`config.mk`:
```
export PLATFORM = sky130hd
export DESIGN_NAME = example_1_sweep_ctrl
export DESIGN_NICKNAME = d
export VERILOG_FILES = /design/src/rtl/example_1_sweep_ctrl.sv
export SDC_FILE = /design/constraint.sdc
export NUM_CORES = 1
export LEC_CHECK = 0
export BUFFER_PORTS_ARGS = -buffer_cell sky130_fd_sc_hd__buf_2
export CORE_MARGIN = 10
export CORE_UTILIZATION = 45
export DETAILED_ROUTE_END_ITERATION = 12
export PLACE_DENSITY = 0.77
export SYNTH_ARGS = -nofsm -noshare
export SYNTH_HDL_FRONTEND = slang
export SYNTH_SLANG_ARGS = --single-unit
```
`constraint.sdc`:
```
create_clock -name clk -period 1.9 [get_ports clk]
set_clock_uncertainty 0.1 [all_clocks]
set_input_delay 0.38 -clock clk [delete_from_list [all_inputs] [get_ports clk]]
set_output_delay 0.38 -clock clk [all_outputs]
set_load 0.03 [all_outputs]
```
`src/rtl/example_1_sweep_ctrl.sv`:
```
// Self-test sequencer for the example_1 block: sweeps all 2**N_IN input vectors and scores the responses.
// Latency: 1 + 2**N_IN*(SETTLE+1) cycles from start acceptance to the done pulse.
// Backpressure: none; start is only sampled in IDLE. SWEEP_CAPTURE_EN adds the observed-table capture port.
module example_1_sweep_ctrl #(
    parameter int N_IN   = 3,
    parameter int N_OUT  = 2,
    parameter int SETTLE = 2,
    parameter logic [(2**N_IN)*N_OUT-1:0] EXP_TABLE = '0
) (
    input  logic                    clk,
    input  logic                    rst,
    input  logic                    start,
    output logic [N_IN-1:0]         dut_in,
    input  logic [N_OUT-1:0]        dut_out,
    output logic                    busy,
    output logic                    done,
    output logic                    pass,
    output logic [N_IN:0]           err_count,
    output logic                    fail_valid,
    output logic [N_IN-1:0]         first_fail_idx
`ifdef SWEEP_CAPTURE_EN
    ,
    output logic [(2**N_IN)*N_OUT-1:0] capture
`endif
);

    localparam int              TBL_W       = (2**N_IN)*N_OUT;
    localparam logic [3:0]      SETTLE_LAST = 4'(SETTLE - 1);
    localparam logic [N_IN-1:0] IDX_LAST    = {N_IN{1'b1}};

    typedef enum logic [1:0] {
        S_IDLE,
        S_SETTLE,
        S_SAMPLE,
        S_DONE
    } state_t;

    state_t          state, state_nxt;
    logic [N_IN-1:0] idx, idx_nxt;
    logic [3:0]      cnt, cnt_nxt;
    logic            busy_nxt, done_nxt, pass_nxt, fail_valid_nxt;
    logic [N_IN:0]   err_count_nxt;
    logic [N_IN-1:0] first_fail_idx_nxt;
    logic [N_OUT-1:0] exp_slice;
    logic            mismatch;
`ifdef SWEEP_CAPTURE_EN
    logic [TBL_W-1:0] capture_nxt;
`endif

    // The vector index is the stimulus; it is held in a flop so dut_in is registered.
    assign dut_in = idx;

    // Expected response for the vector currently applied, and its comparison.
    always_comb begin
        exp_slice = EXP_TABLE[int'(idx)*N_OUT +: N_OUT];
        mismatch  = (dut_out != exp_slice);
    end

    // Next-state and next-output logic; every register holds unless a state acts on it.
    always_comb begin
        state_nxt          = state;
        idx_nxt            = idx;
        cnt_nxt            = cnt;
        busy_nxt           = busy;
        done_nxt           = 1'b0;
        pass_nxt           = pass;
        err_count_nxt      = err_count;
        fail_valid_nxt     = fail_valid;
        first_fail_idx_nxt = first_fail_idx;
`ifdef SWEEP_CAPTURE_EN
        capture_nxt        = capture;
`endif
        case (state)
            S_IDLE: begin
                if (start) begin
                    state_nxt          = S_SETTLE;
                    idx_nxt            = '0;
                    cnt_nxt            = '0;
                    busy_nxt           = 1'b1;
                    pass_nxt           = 1'b0;
                    err_count_nxt      = '0;
                    fail_valid_nxt     = 1'b0;
                    first_fail_idx_nxt = '0;
`ifdef SWEEP_CAPTURE_EN
                    capture_nxt        = '0;
`endif
                end
            end
            S_SETTLE: begin
                cnt_nxt = cnt + 4'd1;
                if (cnt == SETTLE_LAST) begin
                    state_nxt = S_SAMPLE;
                end
            end
            S_SAMPLE: begin
                if (mismatch) begin
                    err_count_nxt = err_count + (N_IN+1)'(1);
                    if (!fail_valid) begin
                        fail_valid_nxt     = 1'b1;
                        first_fail_idx_nxt = idx;
                    end
                end
`ifdef SWEEP_CAPTURE_EN
                capture_nxt[int'(idx)*N_OUT +: N_OUT] = dut_out;
`endif
                if (idx == IDX_LAST) begin
                    // pass is computed from the count including this last sample.
                    state_nxt = S_DONE;
                    done_nxt  = 1'b1;
                    pass_nxt  = (err_count_nxt == '0);
                end else begin
                    state_nxt = S_SETTLE;
                    idx_nxt   = idx + N_IN'(1);
                    cnt_nxt   = '0;
                end
            end
            S_DONE: begin
                state_nxt = S_IDLE;
                busy_nxt  = 1'b0;
            end
            default: begin
                state_nxt = S_IDLE;
            end
        endcase
    end

    // State and output registers with synchronous reset that aborts any sweep.
    always_ff @(posedge clk) begin
        if (rst) begin
            state          <= S_IDLE;
            idx            <= '0;
            cnt            <= '0;
            busy           <= 1'b0;
            done           <= 1'b0;
            pass           <= 1'b0;
            err_count      <= '0;
            fail_valid     <= 1'b0;
            first_fail_idx <= '0;
`ifdef SWEEP_CAPTURE_EN
            capture        <= '0;
`endif
        end else begin
            state          <= state_nxt;
            idx            <= idx_nxt;
            cnt            <= cnt_nxt;
            busy           <= busy_nxt;
            done           <= done_nxt;
            pass           <= pass_nxt;
            err_count      <= err_count_nxt;
            fail_valid     <= fail_valid_nxt;
            first_fail_idx <= first_fail_idx_nxt;
`ifdef SWEEP_CAPTURE_EN
            capture        <= capture_nxt;
`endif
        end
    end

endmodule
```
==> results of run 1 <==
-- worst min-delay path, cell delays in order --
cell and delay (ns):
sky130_fd_sc_hd__buf_2 0.12, sky130_fd_sc_hd__inv_1 0.05, sky130_fd_sc_hd__o21ai_0 0.07, sky130_fd_sc_hd__a21oi_1 0.11
-- synthesized netlist by cell type (4+ instances only) --
library cell / instances
sky130_fd_sc_hd__nand3_1: 4
sky130_fd_sc_hd__a21oi_1: 14
sky130_fd_sc_hd__nor2_1: 12
sky130_fd_sc_hd__nand2_1: 6
sky130_fd_sc_hd__nand2b_1: 5
sky130_fd_sc_hd__o21ai_0: 9
sky130_fd_sc_hd__dfxtp_1: 20
sky130_fd_sc_hd__ha_1: 5
sky130_fd_sc_hd__nor3_1: 5
-- registers in the layout, summed over array words and instances, names as in the netlist --
name            cells
fail_valid          1
err_count           4
done                1
busy                1
state               2
first_fail_idx      3
cnt                 4
pass                1
dut_in              3
-- cells in the final DEF (no fill, tap or decap), drive strengths merged, types with 2 or more instances in the layout --
master / n
and2: 2
inv: 3
nor2b: 5
nand2: 6
nand2b: 5
dfxtp: 20
nand3: 4
nor3: 5
ha: 5
clkbuf: 3
o21bai: 2
nor2: 12
o21ai: 10
nand4b: 3
xor2: 3
and3: 2
a21oi: 14
buf: 19
-- metal layers --
metal,share of wire (%),up-vias
met3,6.3,2
met2,47,17
met4,0.68,0
met5,0,-
met1,46,420
li1,-,454
-- final timing paths --
path | depth (start not counted) | start | slack [ns] | endpoint
worst min register to register | 2 | first_fail_idx[2] | 0.38 | first_fail_idx[2]
worst max-delay path | 6 | dut_in[0] | 0.20 | dut_in[0]
worst max register to register | 6 | dut_in[0] | 0.20 | dut_in[0]
worst min-delay path | 4 | start | 0.36 | fail_valid
-- report_power, final --
part | internal (uW) | total [uW] | switching [uW]
logic | 33.1 | 77.4 | 44.4
clock network | 73.9 | 200 | 126
registers | 427 | 444 | 17.1
total | 534 | 721 | 187
-- final cells by class --
cell class                 count  area share [%]
clock buffer                   3           1.959
inverter                       3          0.9793
multi-input combinational     91           50.71
sequential                    20           34.82
tap                           28           3.047
timing repair buffer          19           8.488
-- per-stage QoR --
stage | power, uW | instances
after floorplan | 518.8 | 121
after global placement | 528.4 | 161
after detailed placement | 532.0 | 161
after CTS | 722.8 | 164
after global routing | 754.7 | 164
final | 721.3 | 164
-- cells by family after synthesis --
logic type | count (synthesis)
AND/OR/NAND/NOR | 47
AO/OA/AOI/OAI | 34
flip-flops | 20
buffers and inverters | 10
adder cells (fa/ha/maj) | 5
XOR/XNOR | 4
multiplexers | 1
==> metrics.md, run 1 <==
| Metric | Value |
|---|---|
| Critical-path cell with the highest stage delay | `sky130_fd_sc_hd__dfxtp_1` |
| Area of the mapped netlist | `1045 sq um` |
| Worst setup slack after layout | `0.2009 ns` |
| Part of the Yosys area used for sequential elements | `38.32%` |
| Post-CTS Hold Fix Bufs | `0` |
| Unrepaired setup endpoints after global routing | `no` |
| Slew headroom | `59.69%` |
| Placed standard-cell area | `roughly 1100 sq um` |
| Achievable clock frequency | `around 0.59 GHz` |
| Top-area cell type share of the netlist area | `about two fifths` |
| Post-synthesis cell count | `approximately 120` |
| Critical path's top delay family | `adder cells` |
| GRT Residual Overflow | `0` |
| Most common flop cell mapped by yosys | `sky130_fd_sc_hd__dfxtp_1` |
| Die extent in y | `~68 microns` |
| Final core occ | `between 50% and 60%` |
| # port buffers | `18` |
| Remaining antenna violation count | `0` |
| Compound-Gate Fraction of Synth Area | `about a fifth` |
| Met3 global-route usage | `4.078%` |
| Met2 Track Usage GR | `between 10% and 20%` |
| Clock edge transition at the registers on the reported setup and hold paths | `~0.11 ns` |
| Pre-CTS setup slack | `slightly below 0.2 ns` |
| Data arrival at the endpoint of the critical path | `1.78 ns` |
| Simple-gate share of the synthesized area | `26.35%` |
| Final worst-path cycle share | `between 80% and 90%` |
| Routed WL | `2205 microns` |
| Largest stage delay on the critical path | `0.37 ns` |
| Share of final-layout standard cells stronger than drive strength 1 | `19.85%` |
| Crit path required time | `~2 ns` |
| Area used by sequential logic in the layout | `400.4 sq um` |
| I/O pin count | `19` |
| Leak | `between 0.0004 and 0.0005 uW` |
| Starting Density | `between 40% and 50%` |
| Power density cells | `approximately 630 nW/um^2` |
| Critical Path Fanout Max | `7` |
| Routed via count divided by cell count | `roughly 5.4` |
| Setup Viol. Count Final | `0` |
| Final setup TNS | `0 ns` |
| Final net count | `148` |
| Number of diodes added for antenna fixing | `0` |
| Dominant combinational cell family by area after synthesis | `simple AND/OR/NAND/NOR gates` |
| Number of buffers on the longest clock path | `2` |
| Global-route usage over all layers | `about 10%` |
| Starting DRT DRC Count | `75` |
| Total number of H-tree levels | `1` |
| Synth Register Bits | `20` |
| Cell type contributing the most total cell area after synthesis | `sky130_fd_sc_hd__dfxtp_1` |
| Number of global-route vias before repair | `830` |
| Final standard cell area without fillers | `approximately 1100 sq um` |
| Gp weighted congestion | `about 0.85` |
| Critical path's most frequent cell | `sky130_fd_sc_hd__ha_1` |
| Total die area | `between 4000 and 5000 sq um` |
| Area contributors post-synth | `sky130_fd_sc_hd__dfxtp_1, sky130_fd_sc_hd__a21oi_1, sky130_fd_sc_hd__ha_1` |
| Adder-cell share of the synthesized area | `between 5 and 6%` |
| Wirelength per Cell | `~13 microns` |
| Residual DRC count | `0` |
| Fill cell total of the finished layout | `215` |
| Skew-Pair Late Insertion Delay | `roughly 0.3 ns` |
| Ordered cell list for the critical path | `ha_1 > ha_1 > nor2b_4 > o21ba_1 > mux2i_1 > nor2_1` |
| Portion of netlist area occupied by mux cells | `less than 1%` |
| Final hold viol count | `0` |
| TritonCTS Buffers | `3` |
| Met1 usage in global routing | `12.36%` |
| Post-layout min period | `1.699 ns` |
| Crit start category | `flip-flop` |
| Post-synthesis net count | `around 130` |
| CTS sink count | `20` |
| Resized cells post-CTS | `0` |
| Slew @ Worst Pin | `around 0.6 ns` |
| Maxcap violations | `0` |
| Run status | `finished, final reports clean` |
| Synth async-reset ratio | `0%` |
| Horizontal extent of the die | `between 60 and 70 microns` |
| Crit end category | `flip-flop` |
| First drt pass iteration count | `4` |
| Row count | `17` |
| Worst supply voltage drop on vdd | `roughly 0.48 mV` |
| Mapped Avg Cell Area | `~8.6 sq um` |
| Number of distinct library cells after synthesis | `34` |
| Via Count | `about 890` |
| Area taken by multi-input logic gates | `about 580 sq um` |
| Largest net degree at the start of global routing | `21` |
| GRT busiest layer | `met2` |
| HPWL after detailed placement | `1667 microns` |
| Worst min-delay path class | `primary input to flip-flop` |
| Warnings from Yosys | `0` |
| Initial antenna violation count | `0` |
| Worst Path Buf+Inv | `0` |
| Number of pins with negative max-slew slack in the final report | `0` |
| Fraction of synthesized cell area in xor and xnor cells | `around 3.4%` |
| Hold_ws | `around 0.36 ns` |
| Area grow syn2layout | `10.06%` |
| Global-route wire length before repair | `around 3800 microns` |
| CTS Root Buffer Type | `sky130_fd_sc_hd__clkbuf_4` |
| Kind of critical path | `flip-flop to flip-flop` |
| Core Region | `about 2200 sq um` |
| Post-CTS Setup Inserts | `0` |
| CTS tree | `done` |
| Number of flops mapped to enable cells by yosys | `0` |
Note: power is estimated with default switching activity, not from simulation.
==> run 2: changes to the inputs <==
CORE_MARGIN = 3   (was 10)
CORE_UTILIZATION = 53   (was 45)
PLACE_DENSITY = 0.86   (was 0.77)
SLEW_MARGIN = 0   (was default)
==> metrics.md, run 2 (synthesis gave the netlist of run 1 again) <==
| Metric | Value |
|---|---|
| Worst min-delay path class | `primary input to flip-flop` |
| Achievable clock frequency | `0.6016 GHz (+2.2%)` |
| Routed WL | `2114 microns (-4.1%)` |
| Number of buffers on the longest clock path | `2 (unchanged)` |
| Final Non-Filler Cells | `162 (-1.2%)` |
| CTS Root Buffer Type | `sky130_fd_sc_hd__clkbuf_4` |
| Resized cells post-CTS | `0 (unchanged)` |
| Worst Hold Path Cells | `2 (-2)` |
| Area used by sequential logic in the layout | `400.4 sq um (unchanged)` |
| Placed standard-cell area | `1124 sq um (-0.33%)` |
| TritonCTS Buffers | `3 (unchanged)` |
| Final setup TNS | `0 ns (unchanged)` |
| Crit end category | `flip-flop` |
| Remaining antenna violation count | `0 (unchanged)` |
| Most frequent standard cell in the layout excluding fill and tap cells | `sky130_fd_sc_hd__dfxtp_1` |
| Slew headroom | `59.79% (+0.10 points)` |
| Row count | `15 (-2)` |
| Post-layout min period | `1.662 ns (-0.03674 ns)` |
| Endpoint of the lowest-slack register-to-register path | `dut_in[0]` |
| # port buffers | `18 (unchanged)` |
| Initial antenna violation count | `0 (unchanged)` |
| Final hold viol count | `0 (unchanged)` |
| Gp weighted congestion | `0.8562 (+1.2%)` |
| Starting DRT DRC Count | `13 (-83%)` |
| Power density cells | `738.9 nW/um^2 (+18%)` |
| I/O pin count | `19 (unchanged)` |
| Horizontal extent of the die | `50.40 microns (-26%)` |
| Area grow syn2layout | `12.58%` |
| Slew @ Worst Pin | `0.6023 ns (-0.001552 ns)` |
| Depth of the worst register-to-register path | `6 (unchanged)` |
| HPWL after detailed placement | `1573 microns (-5.7%)` |
| Crit path required time | `2.01 ns (+0.02 ns)` |
| Hold Startpoint | `rst` |
| Skew-Pair Late Insertion Delay | `0.31 ns (about the same)` |
| Post-CTS Setup Inserts | `0 (unchanged)` |
| Number of pins with negative max-slew slack in the final report | `0 (unchanged)` |
| Biggest regs | `cnt: 4 flops, err_count: 4 flops` |
| Fill cell total of the finished layout | `169 (-21%)` |
| CTS tree | `done` |
| Hold endpoint | `err_count[3]` |
| Crit start category | `flip-flop` |
| Maxcap violations | `0 (unchanged)` |
| Total die area | `2540 sq um (-45%)` |
| First drt pass iteration count | `4 (unchanged)` |
| Final core occ | `65.28% (+13 points)` |
| Core Region | `1802 sq um (-19%)` |
| CTS sink count | `20 (unchanged)` |
| Largest net degree at the start of global routing | `21 (unchanged)` |
| Final net count | `148 (unchanged)` |
| Via Count | `897 (+0.45%)` |
| Kind of critical path | `flip-flop to flip-flop` |
| Global-route wire length before repair | `3567 microns (-5.1%)` |
| Number of global-route vias before repair | `806 (-2.9%)` |
| Starting Density | `57.99% (+11 points)` |
| Source of the worst register-to-register timing path | `dut_in[0]` |
| Post-route total power | `869.0 uW (+20%)` |
| Wirelength per Cell | `13.05 microns (-2.9%)` |
| GRT Residual Overflow | `0 (unchanged)` |
| Final worst-path cycle share | `87.49% (-1.9 points)` |
| Final standard cell area without fillers | `1176 sq um (+2.3%)` |
| Setup Viol. Count Final | `0 (unchanged)` |
| Post-CTS Hold Fix Bufs | `0 (unchanged)` |
| Residual DRC count | `0 (unchanged)` |
| Unrepaired setup endpoints after global routing | `no` |
| Total number of H-tree levels | `1 (unchanged)` |
| Global-route usage over all layers | `18.50% (+8.1 points)` |
| Clock edge transition at the registers on the reported setup and hold paths | `0.12 ns (about the same)` |
| Critical Path Fanout Max | `7 (unchanged)` |
| Leak | `0.0005125 uW (+2.8%)` |
| Die extent in y | `50.40 microns (-26%)` |
| Number of diodes added for antenna fixing | `0 (unchanged)` |
| Register-to-register setup slack | `0.24 ns (+0.04 ns)` |
| Run status | `finished, final reports clean` |
| Data arrival at the endpoint of the critical path | `1.77 ns (about the same)` |
| Share of final-layout standard cells stronger than drive strength 1 | `20.44% (+0.59 points)` |
| Most used cells in the layout excluding fill and tap cells | `sky130_fd_sc_hd__dfxtp_1, sky130_fd_sc_hd__buf_2, sky130_fd_sc_hd__a21oi_1, sky130_fd_sc_hd__nor2_1, sky130_fd_sc_hd__o21ai_0` |
| Area taken by multi-input logic gates | `583.1 sq um (unchanged)` |
| Worst supply voltage drop on vdd | `0.9210 mV (+92%)` |
| Placed instance count | `158 (-1.9%)` |
| Routed via count divided by cell count | `5.537 (+1.7%)` |
==> run 2: changes by cell type in the layout (fill, tap and decap cells not counted), sizes merged <==
cell	delta
bufinv	+1
==> run 2: cell type report <==
cell class | instances | share of cell area (%)
clock inverter | 1 | 2.553
multi-input combinational | 91 | 49.57
clock buffer | 3 | 1.915
tap | 25 | 2.660
timing repair buffer | 19 | 8.298
inverter | 3 | 0.9574
sequential | 20 | 34.04
==> run 2: how the worst max path moves through the flow <==
stage / from / endpoint / slack, ns / cells after the start
floorplan: dut_in[0] / dut_in[2] / 0.18 / 7
global placement: dut_in[0] / dut_in[0] / 0.29 / 6
detailed placement: dut_in[0] / dut_in[0] / 0.25 / 6
CTS: dut_in[0] / dut_in[0] / 0.22 / 6
global route: dut_in[0] / dut_in[0] / 0.11 / 6
finish: dut_in[0] / dut_in[0] / 0.24 / 6
==> run 2: power breakdown <==
part	leakage, uW	switching (uW)	internal (uW)
registers	0.000162	17.3	427
clock network	0.0000279	133	214
logic	0.000323	45.1	33.2
total	0.000512	195	674
==> run 2: metal layers <==
metal / vias to the layer above / routed length, microns / GRT usage, %
met1: 423 / 954 / 21.73
met4: 0 / 30 / 7.175
met3: 5 / 90 / 5.341
met5: - / 0 / 0
met2: 15 / 1037 / 31.52
li1: 454 / - / -
==> run 2: critical path, cell delays in order, from the launching register on <==
cell and delay (ns):
sky130_fd_sc_hd__dfxtp_1 0.37, sky130_fd_sc_hd__ha_1 0.21, sky130_fd_sc_hd__ha_1 0.25, sky130_fd_sc_hd__nor2b_4 0.12, sky130_fd_sc_hd__o21ba_1 0.24, sky130_fd_sc_hd__mux2i_1 0.21
sky130_fd_sc_hd__nor2_1 0.05
==> run 2: stage by stage <==
step                hold WS, ns  setup slack (ns)
floorplan                0.3949            0.1767
global placement         0.3565            0.2865
detailed placement       0.3629            0.2460
CTS                      0.3348            0.2240
global route             0.3350            0.1147
finish                   0.3413            0.2376
